**src/rtl/mem_port_arbiter_pkg.sv**
```systemverilog
// Shared types and funct3 access codes for the IF/D memory port arbiter.
package mem_arb_pkg;

    typedef enum logic [1:0] {
        OWN_NONE,
        OWN_IF,
        OWN_D
    } owner_t;

    // funct3 load/store width codes, shared with decode/control
    localparam logic [2:0] ACC_BYTE   = 3'b000;
    localparam logic [2:0] ACC_HALF   = 3'b001;
    localparam logic [2:0] ACC_WORD   = 3'b010;
    localparam logic [2:0] ACC_BYTE_U = 3'b100;
    localparam logic [2:0] ACC_HALF_U = 3'b101;

endpackage

```
**src/rtl/mem_port_arbiter_if.sv**
```systemverilog
// Bundle of fetch port, data port and memory port signals around the arbiter.
interface mem_port_arbiter_if #(
    parameter int AW = 32,
    parameter int DW = 32
);
    logic          if_req_i;
    logic [AW-1:0] if_addr_i;
    logic          if_gnt_o;
    logic          if_rvalid_o;
    logic [DW-1:0] if_rdata_o;

    logic          d_req_i;
    logic          d_we_i;
    logic [AW-1:0] d_addr_i;
    logic [DW-1:0] d_wdata_i;
    logic [2:0]    d_ctrl_i;
    logic          d_gnt_o;
    logic          d_rvalid_o;
    logic [DW-1:0] d_rdata_o;

    logic          mem_req_o;
    logic          mem_we_o;
    logic [AW-1:0] mem_addr_o;
    logic [DW-1:0] mem_wdata_o;
    logic [2:0]    mem_ctrl_o;
    logic [DW-1:0] mem_rdata_i;

    logic          busy_o;

    modport slave (
        input  if_req_i, if_addr_i,
        input  d_req_i, d_we_i, d_addr_i, d_wdata_i, d_ctrl_i,
        input  mem_rdata_i,
        output if_gnt_o, if_rvalid_o, if_rdata_o,
        output d_gnt_o, d_rvalid_o, d_rdata_o,
        output mem_req_o, mem_we_o, mem_addr_o, mem_wdata_o, mem_ctrl_o,
        output busy_o
    );

    modport master (
        output if_req_i, if_addr_i,
        output d_req_i, d_we_i, d_addr_i, d_wdata_i, d_ctrl_i,
        output mem_rdata_i,
        input  if_gnt_o, if_rvalid_o, if_rdata_o,
        input  d_gnt_o, d_rvalid_o, d_rdata_o,
        input  mem_req_o, mem_we_o, mem_addr_o, mem_wdata_o, mem_ctrl_o,
        input  busy_o
    );
endinterface

```
**src/rtl/mem_port_arbiter_starve_counter.sv**
```systemverilog
// Saturating 4-bit count of consecutive denied fetch cycles.
module starve_counter #(
    parameter int unsigned LIMIT = 4
) (
    input  logic clk,
    input  logic rst,
    input  logic i_inc,
    input  logic i_clr,
    output logic o_at_limit
);
    logic [3:0] r_cnt;

    always_ff @(posedge clk or posedge rst) begin
        if (rst) begin
            r_cnt <= '0;
        end else if (i_clr) begin
            r_cnt <= '0;
        end else if (i_inc && !o_at_limit) begin
            r_cnt <= r_cnt + 4'd1;
        end
    end

    assign o_at_limit = (r_cnt == LIMIT[3:0]);
endmodule

```
**src/rtl/mem_port_arbiter.sv**
```systemverilog
// Single-port memory arbiter: D has priority, IF wins once starved; tracks one outstanding read.
module mem_port_arbiter
    import mem_arb_pkg::*;
#(
    parameter int          AW           = 32,
    parameter int          DW           = 32,
    parameter int unsigned STARVE_LIMIT = 4
) (
    input logic              clk,
    input logic              rst,
    mem_port_arbiter_if.slave bus
);
    owner_t        r_owner;
    owner_t        w_owner_nxt;
    logic          w_at_limit;
    logic          w_gnt_if;
    logic          w_gnt_d;
    logic          w_mem_req;
    logic          w_mem_we;
    logic [AW-1:0] w_mem_addr;
    logic [DW-1:0] w_mem_wdata;
    logic [2:0]    w_mem_ctrl;
    logic          w_if_rvalid;
    logic [DW-1:0] w_if_rdata;
    logic          w_d_rvalid;
    logic [DW-1:0] w_d_rdata;
    logic          w_starve_inc;
    logic          w_starve_clr;

    assign w_starve_inc = bus.if_req_i && !w_gnt_if;
    assign w_starve_clr = !bus.if_req_i || w_gnt_if;

    starve_counter #(
        .LIMIT(STARVE_LIMIT)
    ) u_starve (
        .clk       (clk),
        .rst       (rst),
        .i_inc     (w_starve_inc),
        .i_clr     (w_starve_clr),
        .o_at_limit(w_at_limit)
    );

    always_ff @(posedge clk or posedge rst) begin
        if (rst) begin
            r_owner <= OWN_NONE;
        end else begin
            r_owner <= w_owner_nxt;
        end
    end

    always_comb begin
        w_gnt_d     = 1'b0;
        w_gnt_if    = 1'b0;
        w_mem_req   = 1'b0;
        w_mem_we    = 1'b0;
        w_mem_addr  = '0;
        w_mem_wdata = '0;
        w_mem_ctrl  = '0;
        w_owner_nxt = OWN_NONE;
        w_if_rvalid = 1'b0;
        w_if_rdata  = '0;
        w_d_rvalid  = 1'b0;
        w_d_rdata   = '0;

        // Grants are held off while reset is asserted so nothing is issued into reset.
        if (!rst) begin
            if (bus.d_req_i && !(bus.if_req_i && w_at_limit)) begin
                w_gnt_d = 1'b1;
            end else if (bus.if_req_i) begin
                w_gnt_if = 1'b1;
            end
        end

        if (w_gnt_d) begin
            w_mem_req   = 1'b1;
            w_mem_we    = bus.d_we_i;
            w_mem_addr  = bus.d_addr_i;
            w_mem_wdata = bus.d_wdata_i;
            w_mem_ctrl  = bus.d_ctrl_i;
            if (!bus.d_we_i) begin
                w_owner_nxt = OWN_D;
            end
        end else if (w_gnt_if) begin
            w_mem_req   = 1'b1;
            w_mem_addr  = bus.if_addr_i;
            w_mem_ctrl  = ACC_WORD;
            w_owner_nxt = OWN_IF;
        end

        case (r_owner)
            OWN_IF: begin
                w_if_rvalid = 1'b1;
                w_if_rdata  = bus.mem_rdata_i;
            end
            OWN_D: begin
                w_d_rvalid = 1'b1;
                w_d_rdata  = bus.mem_rdata_i;
            end
            default: ;
        endcase
    end

    assign bus.if_gnt_o    = w_gnt_if;
    assign bus.if_rvalid_o = w_if_rvalid;
    assign bus.if_rdata_o  = w_if_rdata;
    assign bus.d_gnt_o     = w_gnt_d;
    assign bus.d_rvalid_o  = w_d_rvalid;
    assign bus.d_rdata_o   = w_d_rdata;
    assign bus.mem_req_o   = w_mem_req;
    assign bus.mem_we_o    = w_mem_we;
    assign bus.mem_addr_o  = w_mem_addr;
    assign bus.mem_wdata_o = w_mem_wdata;
    assign bus.mem_ctrl_o  = w_mem_ctrl;
    assign bus.busy_o      = (r_owner != OWN_NONE);
endmodule
```
**src/flat_wrapper.sv**
```systemverilog
// flat-port wrapper written by rule: the top's interface ports become plain ports
module mem_port_arbiter_flat import mem_arb_pkg::*;
#(
    parameter int          AW           = 32,
    parameter int          DW           = 32,
    parameter int unsigned STARVE_LIMIT = 4
)
  (clk, rst, bus_if_req_i, bus_if_addr_i, bus_d_req_i, bus_d_we_i, bus_d_addr_i, bus_d_wdata_i, bus_d_ctrl_i, bus_mem_rdata_i, bus_if_gnt_o, bus_if_rvalid_o, bus_if_rdata_o, bus_d_gnt_o, bus_d_rvalid_o, bus_d_rdata_o, bus_mem_req_o, bus_mem_we_o, bus_mem_addr_o, bus_mem_wdata_o, bus_mem_ctrl_o, bus_busy_o);
  mem_port_arbiter_if #(.AW(AW), .DW(DW)) bus_i ();
  input logic clk;
  input logic rst;
  input wire logic [$bits(bus_i.if_req_i)-1:0] bus_if_req_i;
  input wire logic [$bits(bus_i.if_addr_i)-1:0] bus_if_addr_i;
  input wire logic [$bits(bus_i.d_req_i)-1:0] bus_d_req_i;
  input wire logic [$bits(bus_i.d_we_i)-1:0] bus_d_we_i;
  input wire logic [$bits(bus_i.d_addr_i)-1:0] bus_d_addr_i;
  input wire logic [$bits(bus_i.d_wdata_i)-1:0] bus_d_wdata_i;
  input wire logic [$bits(bus_i.d_ctrl_i)-1:0] bus_d_ctrl_i;
  input wire logic [$bits(bus_i.mem_rdata_i)-1:0] bus_mem_rdata_i;
  output wire logic [$bits(bus_i.if_gnt_o)-1:0] bus_if_gnt_o;
  output wire logic [$bits(bus_i.if_rvalid_o)-1:0] bus_if_rvalid_o;
  output wire logic [$bits(bus_i.if_rdata_o)-1:0] bus_if_rdata_o;
  output wire logic [$bits(bus_i.d_gnt_o)-1:0] bus_d_gnt_o;
  output wire logic [$bits(bus_i.d_rvalid_o)-1:0] bus_d_rvalid_o;
  output wire logic [$bits(bus_i.d_rdata_o)-1:0] bus_d_rdata_o;
  output wire logic [$bits(bus_i.mem_req_o)-1:0] bus_mem_req_o;
  output wire logic [$bits(bus_i.mem_we_o)-1:0] bus_mem_we_o;
  output wire logic [$bits(bus_i.mem_addr_o)-1:0] bus_mem_addr_o;
  output wire logic [$bits(bus_i.mem_wdata_o)-1:0] bus_mem_wdata_o;
  output wire logic [$bits(bus_i.mem_ctrl_o)-1:0] bus_mem_ctrl_o;
  output wire logic [$bits(bus_i.busy_o)-1:0] bus_busy_o;
  assign bus_i.if_req_i = bus_if_req_i;
  assign bus_i.if_addr_i = bus_if_addr_i;
  assign bus_i.d_req_i = bus_d_req_i;
  assign bus_i.d_we_i = bus_d_we_i;
  assign bus_i.d_addr_i = bus_d_addr_i;
  assign bus_i.d_wdata_i = bus_d_wdata_i;
  assign bus_i.d_ctrl_i = bus_d_ctrl_i;
  assign bus_i.mem_rdata_i = bus_mem_rdata_i;
  assign bus_if_gnt_o = bus_i.if_gnt_o;
  assign bus_if_rvalid_o = bus_i.if_rvalid_o;
  assign bus_if_rdata_o = bus_i.if_rdata_o;
  assign bus_d_gnt_o = bus_i.d_gnt_o;
  assign bus_d_rvalid_o = bus_i.d_rvalid_o;
  assign bus_d_rdata_o = bus_i.d_rdata_o;
  assign bus_mem_req_o = bus_i.mem_req_o;
  assign bus_mem_we_o = bus_i.mem_we_o;
  assign bus_mem_addr_o = bus_i.mem_addr_o;
  assign bus_mem_wdata_o = bus_i.mem_wdata_o;
  assign bus_mem_ctrl_o = bus_i.mem_ctrl_o;
  assign bus_busy_o = bus_i.busy_o;
  mem_port_arbiter #(.AW(AW), .DW(DW), .STARVE_LIMIT(STARVE_LIMIT)) u_core (.clk(clk), .rst(rst), .bus(bus_i));
endmodule
```
**config.mk**
```make
export PLATFORM = sky130hd
export DESIGN_NAME = mem_port_arbiter_flat
export DESIGN_NICKNAME = d
export VERILOG_FILES = /design/src/rtl/mem_port_arbiter_pkg.sv /design/src/rtl/mem_port_arbiter_if.sv /design/src/rtl/mem_port_arbiter_starve_counter.sv /design/src/rtl/mem_port_arbiter.sv /design/src/flat_wrapper.sv
export SDC_FILE = /design/constraint.sdc
export NUM_CORES = 1
export LEC_CHECK = 0
export CORE_AREA = 2 2 106 108
export DETAILED_ROUTE_END_ITERATION = 10
export DIE_AREA = 0 0 108 110
export GPL_ROUTABILITY_DRIVEN = 1
export PLACE_DENSITY = 0.63
export SLEW_MARGIN = 15
export SYNTH_ARGS = -nofsm -noshare
export SYNTH_HDL_FRONTEND = slang
export SYNTH_SLANG_ARGS = --single-unit
export TNS_END_PERCENT = 20
```
**constraint.sdc**
```tcl
create_clock -name clk -period 4.7 [get_ports clk]
set_input_delay 0.47 -clock clk [delete_from_list [all_inputs] [get_ports clk]]
set_output_delay 0.47 -clock clk [all_outputs]
set_load 0.02 [all_outputs]
```
==> impl_metrics.yaml <==
setup_path:
  rr_worst_depth: 5
  setup.worst_path.end: "bus_mem_addr_o[7]"
  cp.arrival_ns: 2.93
  crit_fanout: 45
  r2r-end: "u_core.r_owner[1]$_DFF_PP0_"
  worstSetupStartpointType: "primary input"
  worstSetupStartpoint: "rst"
  r2r-start: "u_core.u_starve.r_cnt[0]$_DFFE_PP0P_"
  worst_setup_path_end_kind: "output port"
  reg2reg_slack_ns: 3.04
  worstSetupPathType: "primary input to output port"
  required_ns: 4.23
global_route:
  grt_max_degree: 46
  grt_pass1_wl_microns: 12100
  grt_util_met3_pct: 3.59
  grt_usage_pct: 13.3
  grtUsageMet1_pct: 13.6
  grt_pass1_vias: 2307
  busiest_layer: "met2"
  antenna_found_initial: 1
  overflow: 0
  met2_usage_pct: 26.9
timing:
  fin_crit_ns: 3.40
  setup_viol: 0
  worst_pin_slew_ns: 0.574
  hold_viol_final: 0
  skew_ns: 0.00214
  fin_crit_sh_pct: 72.3
  finalMaxSlewViolations: 0
  clock.fmax_mhz: 294
  setup-tns-final_ns: 0
  rsz0062_at_grt: "no"
  max_slew_margin_pct: 61.7
drt:
  ant_nets: 0
  drc: 0
  drt-wirelength-per-cell_microns: 15.1
  drt-initial-drc-count: 72
  routed_wl_microns: 8840
  via_per_inst: 3.97
  vias: 2324
  drt-pass1-iter-count: 4
worst_hold_path:
  hp-class: "register to register"
  whs_path_depth: 1
cts:
  cts_resized: 0
  insertion_delay_ns: 0.21
  cts_root_buf: "clkbuf_8"
  cts_tree: "done"
  cts_hold_buf: 0
  clock_sinks: 6
  clkTransAtPathRegs_ns: 0.03
  postCtsSetupBuffers: 0
  h-tree-depth: 1
  cts_buffer_depth: 2
  cts_buffers: 3
yosys:
  yosysSeqAreaShare_pct: 11.0
  synth_compound_area_share_pct: 28.1
  synth_fp_nets: 319
  synthAdderAreaFrac_pct: 1.83
  synth_area_sq_um: 1370
  synthMuxAreaShare_pct: 0
  ys_top_cells_by_area: "and2_1, a22o_1, dfrtp_1, a22o_2, buf_6"
  ys_types: 26
  ys_warn_count: 0
  yosys.area_share.xor_xnor_pct: 0.640
  synth_top_area_share_pct: 45.2
  synth_top_family_by_area: "simple AND/OR/NAND/NOR gates"
  synth_simple_gate_area_share_pct: 50.5
  avgSynthCellArea_sq_um: 7.56
  yosysTopAreaCell: "and2_1"
  ys_ff_latch: 6
  post_synth_inst_count: 181
pwr:
  p_int_mw: 0.317
  swShare_pct: 33.0
  p_seq_share_pct: 12.1
  power_per_cell_area_nw_per_um2: 111
  clkPwrFrac_pct: 15.3
  p_comb_share_pct: 72.6
  ir_drop_mv: 0.0554
  p_sw_mw: 0.156
  leakage_nw: 1.65
  finalPower_mw: 0.473
die:
  io_pins: 274
  die_w_microns: 108
  coreArea_sq_um: 10700
  initial_core_util_pct: 12.8
  die_area_sq_um: 11900
  die_y_microns: 110
  rows: 38
place:
  io_buffers: 273
  dp.final_hpwl_microns: 8140
  place_congestion: 0.880
  dp_cells: 581
cells_and_area:
  final_nets: 584
  mostFrequentLayoutCell: "clkdlybuf4s50_1"
  final_cell_mix: "clkdlybuf4s50_1, and2_1, a22o_1, a22o_2, dfrtp_1"
  fin_cells: 585
  drive_above_1_share_pct: 5.18
  area_growth_pct: 212
flow_run:
  maxCapViolations: 0
status:
  status: "completed"
registers in the layout (all words and copies together) (netlist names):
signal,count
u_core.r_owner,2
u_core.u_starve.r_cnt,4
worst max-delay path, stage by stage:
cell	delay, ns
clkdlybuf4s50_1	0.53
inv_1	0.27
o211a_2	0.60
buf_12	0.26
a22o_1	0.14
clkdlybuf4s50_1	0.63
how the worst min path moves through the flow:
stage / startpoint / slack (ns) / to
finish: u_core.u_starve.r_cnt[2]$_DFFE_PP0P_ / 0.58 / u_core.u_starve.r_cnt[2]$_DFFE_PP0P_
CTS: u_core.u_starve.r_cnt[0]$_DFFE_PP0P_ / 0.58 / u_core.u_starve.r_cnt[0]$_DFFE_PP0P_
detailed placement: u_core.u_starve.r_cnt[0]$_DFFE_PP0P_ / 0.57 / u_core.u_starve.r_cnt[0]$_DFFE_PP0P_
global route: u_core.u_starve.r_cnt[0]$_DFFE_PP0P_ / 0.60 / u_core.u_starve.r_cnt[0]$_DFFE_PP0P_
global placement: u_core.u_starve.r_cnt[0]$_DFFE_PP0P_ / 0.56 / u_core.u_starve.r_cnt[0]$_DFFE_PP0P_
floorplan: rst / 0.28 / u_core.r_owner[0]$_DFF_PP0_
cells by family after synthesis:
kind of cell             Yosys count
AND/OR/NAND/NOR                  109
XOR/XNOR                           1
buffers and inverters             21
flip-flops                         6
AO/OA/AOI/OAI                     42
adder cells (fa/ha/maj)            2
per-stage QoR:
| stage | hold slack (ns) | setup slack, ns | area, sq um | utilization, % |
|---|---|---|---|---|
| detailed placement | 0.570 | 1.23 | 4230 | 39.5 |
| global route | 0.599 | 1.05 | 4270 | 39.9 |
| global placement | 0.560 | 1.26 | 4230 | 39.5 |
| floorplan | 0.278 | 2.58 | 1370 | - |
| finish | 0.582 | 1.30 | 4270 | 39.9 |
| CTS | 0.576 | 1.22 | 4270 | 39.9 |
metal layers:
metal | vias to the layer above | part of all wire (%) | wire, microns
li1 | 1138 | - | -
met1 | 1016 | 34 | 3020
met2 | 166 | 54 | 4780
met3 | 4 | 11 | 971
met4 | 0 | 0.84 | 74
met5 | - | 0 | 0
power by group through the flow:
stage / Clock, mW / Sequential, mW / Combinational, mW
floorplan: 0 / 0.0568 / 0.127
global placement: 0 / 0.0573 / 0.345
detailed placement: 0 / 0.0575 / 0.347
CTS: 0.0751 / 0.0569 / 0.348
global route: 0.0802 / 0.0571 / 0.365
finish: 0.0726 / 0.0570 / 0.343
synth_stat cells:
| master | n |
|---|---|
| o2111ai_1 | 1 |
| buf_2 | 5 |
| clkbuf_2 | 1 |
| a211oi_1 | 1 |
| nand3_1 | 2 |
| or2_2 | 2 |
| dfrtp_1 | 6 |
| o211a_1 | 1 |
| clkbuf_1 | 8 |
| nand3b_4 | 1 |
| nor2b_1 | 3 |
| nor3_1 | 1 |
| o41ai_1 | 1 |
| inv_1 | 4 |
| a22o_1 | 22 |
| ha_1 | 2 |
| and2_1 | 99 |
| a22o_2 | 10 |
| buf_6 | 3 |
| nand2b_1 | 1 |
| o21ai_0 | 2 |
| o32ai_1 | 1 |
| a211oi_4 | 1 |
| xor2_1 | 1 |
| a21o_2 | 1 |
| a311oi_1 | 1 |
layout make-up:
class / instances / area [sq um]
fill: 1085 / 6430
timing repair buffer: 277 / 2780
sequential: 6 / 150
inverter: 4 / 15.0
clock buffer: 3 / 41.3
multi-input combinational: 154 / 1110
tap: 140 / 175
antenna: 1 / 2.50
(Power assumes the default switching activity.)
==> RTL edit: new RTL, same settings <==
`DW` is set to 32 in 3 places; all go to 40.
--- a/src/rtl/mem_port_arbiter_if.sv
+++ b/src/rtl/mem_port_arbiter_if.sv
@@ -1,7 +1,7 @@
 // Bundle of fetch port, data port and memory port signals around the arbiter.
 interface mem_port_arbiter_if #(
     parameter int AW = 32,
-    parameter int DW = 32
+    parameter int DW = 40
 );
     logic          if_req_i;
     logic [AW-1:0] if_addr_i;
--- a/src/rtl/mem_port_arbiter.sv
+++ b/src/rtl/mem_port_arbiter.sv
@@ -3,7 +3,7 @@
     import mem_arb_pkg::*;
 #(
     parameter int          AW           = 32,
-    parameter int          DW           = 32,
+    parameter int          DW           = 40,
     parameter int unsigned STARVE_LIMIT = 4
 ) (
     input logic              clk,
--- a/src/flat_wrapper.sv
+++ b/src/flat_wrapper.sv
@@ -2,7 +2,7 @@
 module mem_port_arbiter_flat import mem_arb_pkg::*;
 #(
     parameter int          AW           = 32,
-    parameter int          DW           = 32,
+    parameter int          DW           = 40,
     parameter int unsigned STARVE_LIMIT = 4
 )
   (clk, rst, bus_if_req_i, bus_if_addr_i, bus_d_req_i, bus_d_we_i, bus_d_addr_i, bus_d_wdata_i, bus_d_ctrl_i, bus_mem_rdata_i, bus_if_gnt_o, bus_if_rvalid_o, bus_if_rdata_o, bus_d_gnt_o, bus_d_rvalid_o, bus_d_rdata_o, bus_mem_req_o, bus_mem_we_o, bus_mem_addr_o, bus_mem_wdata_o, bus_mem_ctrl_o, bus_busy_o);
Interface: changed (5 resized); port bits go from 274 to 314. No check against the original RTL was run, so the function may have changed too.
==> RTL edit against the unedited design <==
  * Design area rose by 12%
  * Worst setup slack improved by 0.013 ns
  * Area after synthesis rose by 12%
  * Register-to-register slack got worse by 0.11 ns
  * Count of clock-buffer cells in the layout did not move
  * Power rose by 9.0%
  * Sequential cell count did not move
  * Routed wire length rose by 17%
  * Synthesized cell count rose by 14%
  * Largest cell class unchanged
  * Largest power group unchanged
==> RTL edit: results (changes against the unedited design) <==
* Initial drt markers at 88 (+22%)
* Placed Cells at 642 (+10%)
* Antenna diode count at 0 (-1)
* M3 GR Usage at 4.53% (+0.94 points)
* Final GP Congestion at 0.864 (-1.7%)
* Seq/Total Area, Yosys at 9.79% (-1.2 points)
* Tightest Pin Transition at 0.703 ns (+0.129 ns)
* Top cells by count, synth: and2_1 (123), a22o_1 (27), clkbuf_1 (13)
* Initial antenna violation count at 0 (-1)
* Vias in the first global route at 2506 (+8.6%)
* Synth Net Count at 361 (+13%)
* Worst-path maximum fanout at 79 (+76%)
* Met1 usage at 15.2% (+1.6 points)
* Port Buffers at 313 (+15%)
* Met3 wire length at 1100 µm (+13%)
* Synth Warn # at 0 (unchanged)
* Gates resized, CTS repair at 0 (unchanged)
* Layout cells sized above 1 at 2.97% (-2.2 points)
* Met2 WL at 5640 µm (+18%)
* Post-synth ARST share at 100% (unchanged)
* Number of vias per cell at 4.07 (+2.5%)
* Outcome: finished clean
* Routed met1 length at 3390 µm (+12%)
* Largest net degree at the start of global routing at 80 (+74%)
* Critical Path End: bus_mem_addr_o[25]
* Worst slack, placed at 1.27 ns (+0.0386 ns)
* Worst VDD drop at 0.0000598 V (+7.9%)
* Post-Synthesis Cells at 207 (+14%)
* Flop-to-flop setup slack at 2.93 ns (-0.11 ns)
* GR Util All Layers at 15.0% (+1.7 points)
* Max stage delay on crit path at 0.68 ns (+0.05 ns)
* Layout filler cell count at 1092 (+0.65%)
* Met2 usage at 29.9% (+3.0 points)
* Total wire length at 10300 µm (+17%)
* Placed inst area at 4750 µm² (+12%)
* Nets at 661 (+13%)
RTL edit: changes by cell type after synthesis, sizes merged:
cell and change:
buf -2, and2 +24, clkbuf +4
RTL edit: power by group:
part	total (mW)	leakage [nW]	switching (mW)	internal, mW
combinational	0.385	1.75	0.155	0.230
clock	0.0731	0.0216	0.0184	0.0547
sequential	0.0574	0.0810	0.00299	0.0544
total	0.515	1.85	0.176	0.339
RTL edit: worst min path at each step:
stage	startpoint	endpoint	slack, ns	cells after the start
after floorplan	rst	u_core.r_owner[0]	0.29	1
after detailed placement	u_core.u_starve.r_cnt[0]	u_core.u_starve.r_cnt[0]	0.58	1
after CTS	u_core.u_starve.r_cnt[0]	u_core.u_starve.r_cnt[0]	0.58	1
after global placement	u_core.u_starve.r_cnt[0]	u_core.u_starve.r_cnt[0]	0.56	1
final	u_core.u_starve.r_cnt[2]	u_core.u_starve.r_cnt[2]	0.58	1
after global routing	u_core.u_starve.r_cnt[2]	u_core.u_starve.r_cnt[2]	0.59	1
RTL edit: critical path: cells and delay by family:
family,cells,cell delay [ns]
buf+inv,3,1.50
compound gates,2,0.92
RTL edit: cell type report:
| type | count | area [µm²] | share of cell area, % |
|---|---|---|---|
| Timing Repair Buffer | 314 | 3140 | 65.5 |
| Multi-Input combinational cell | 178 | 1270 | 26.6 |
| Tap cell | 140 | 175 | 3.65 |
| Sequential cell | 6 | 150 | 3.13 |
| Clock buffer | 3 | 41.3 | 0.861 |
| Inverter | 4 | 15.0 | 0.313 |
RTL edit: cell families after synthesis:
| group | count (synthesis) | share of synthesized area (%) |
|---|---|---|
| buffers and inverters | 23 | 8.07 |
| adders and majority gates | 2 | 1.63 |
| DFF | 6 | 9.79 |
| AOI/OAI and AO/OA | 42 | 25.0 |
| xor gates and xnor gates | 1 | 0.571 |
| and+or+nand+nor | 133 | 54.9 |
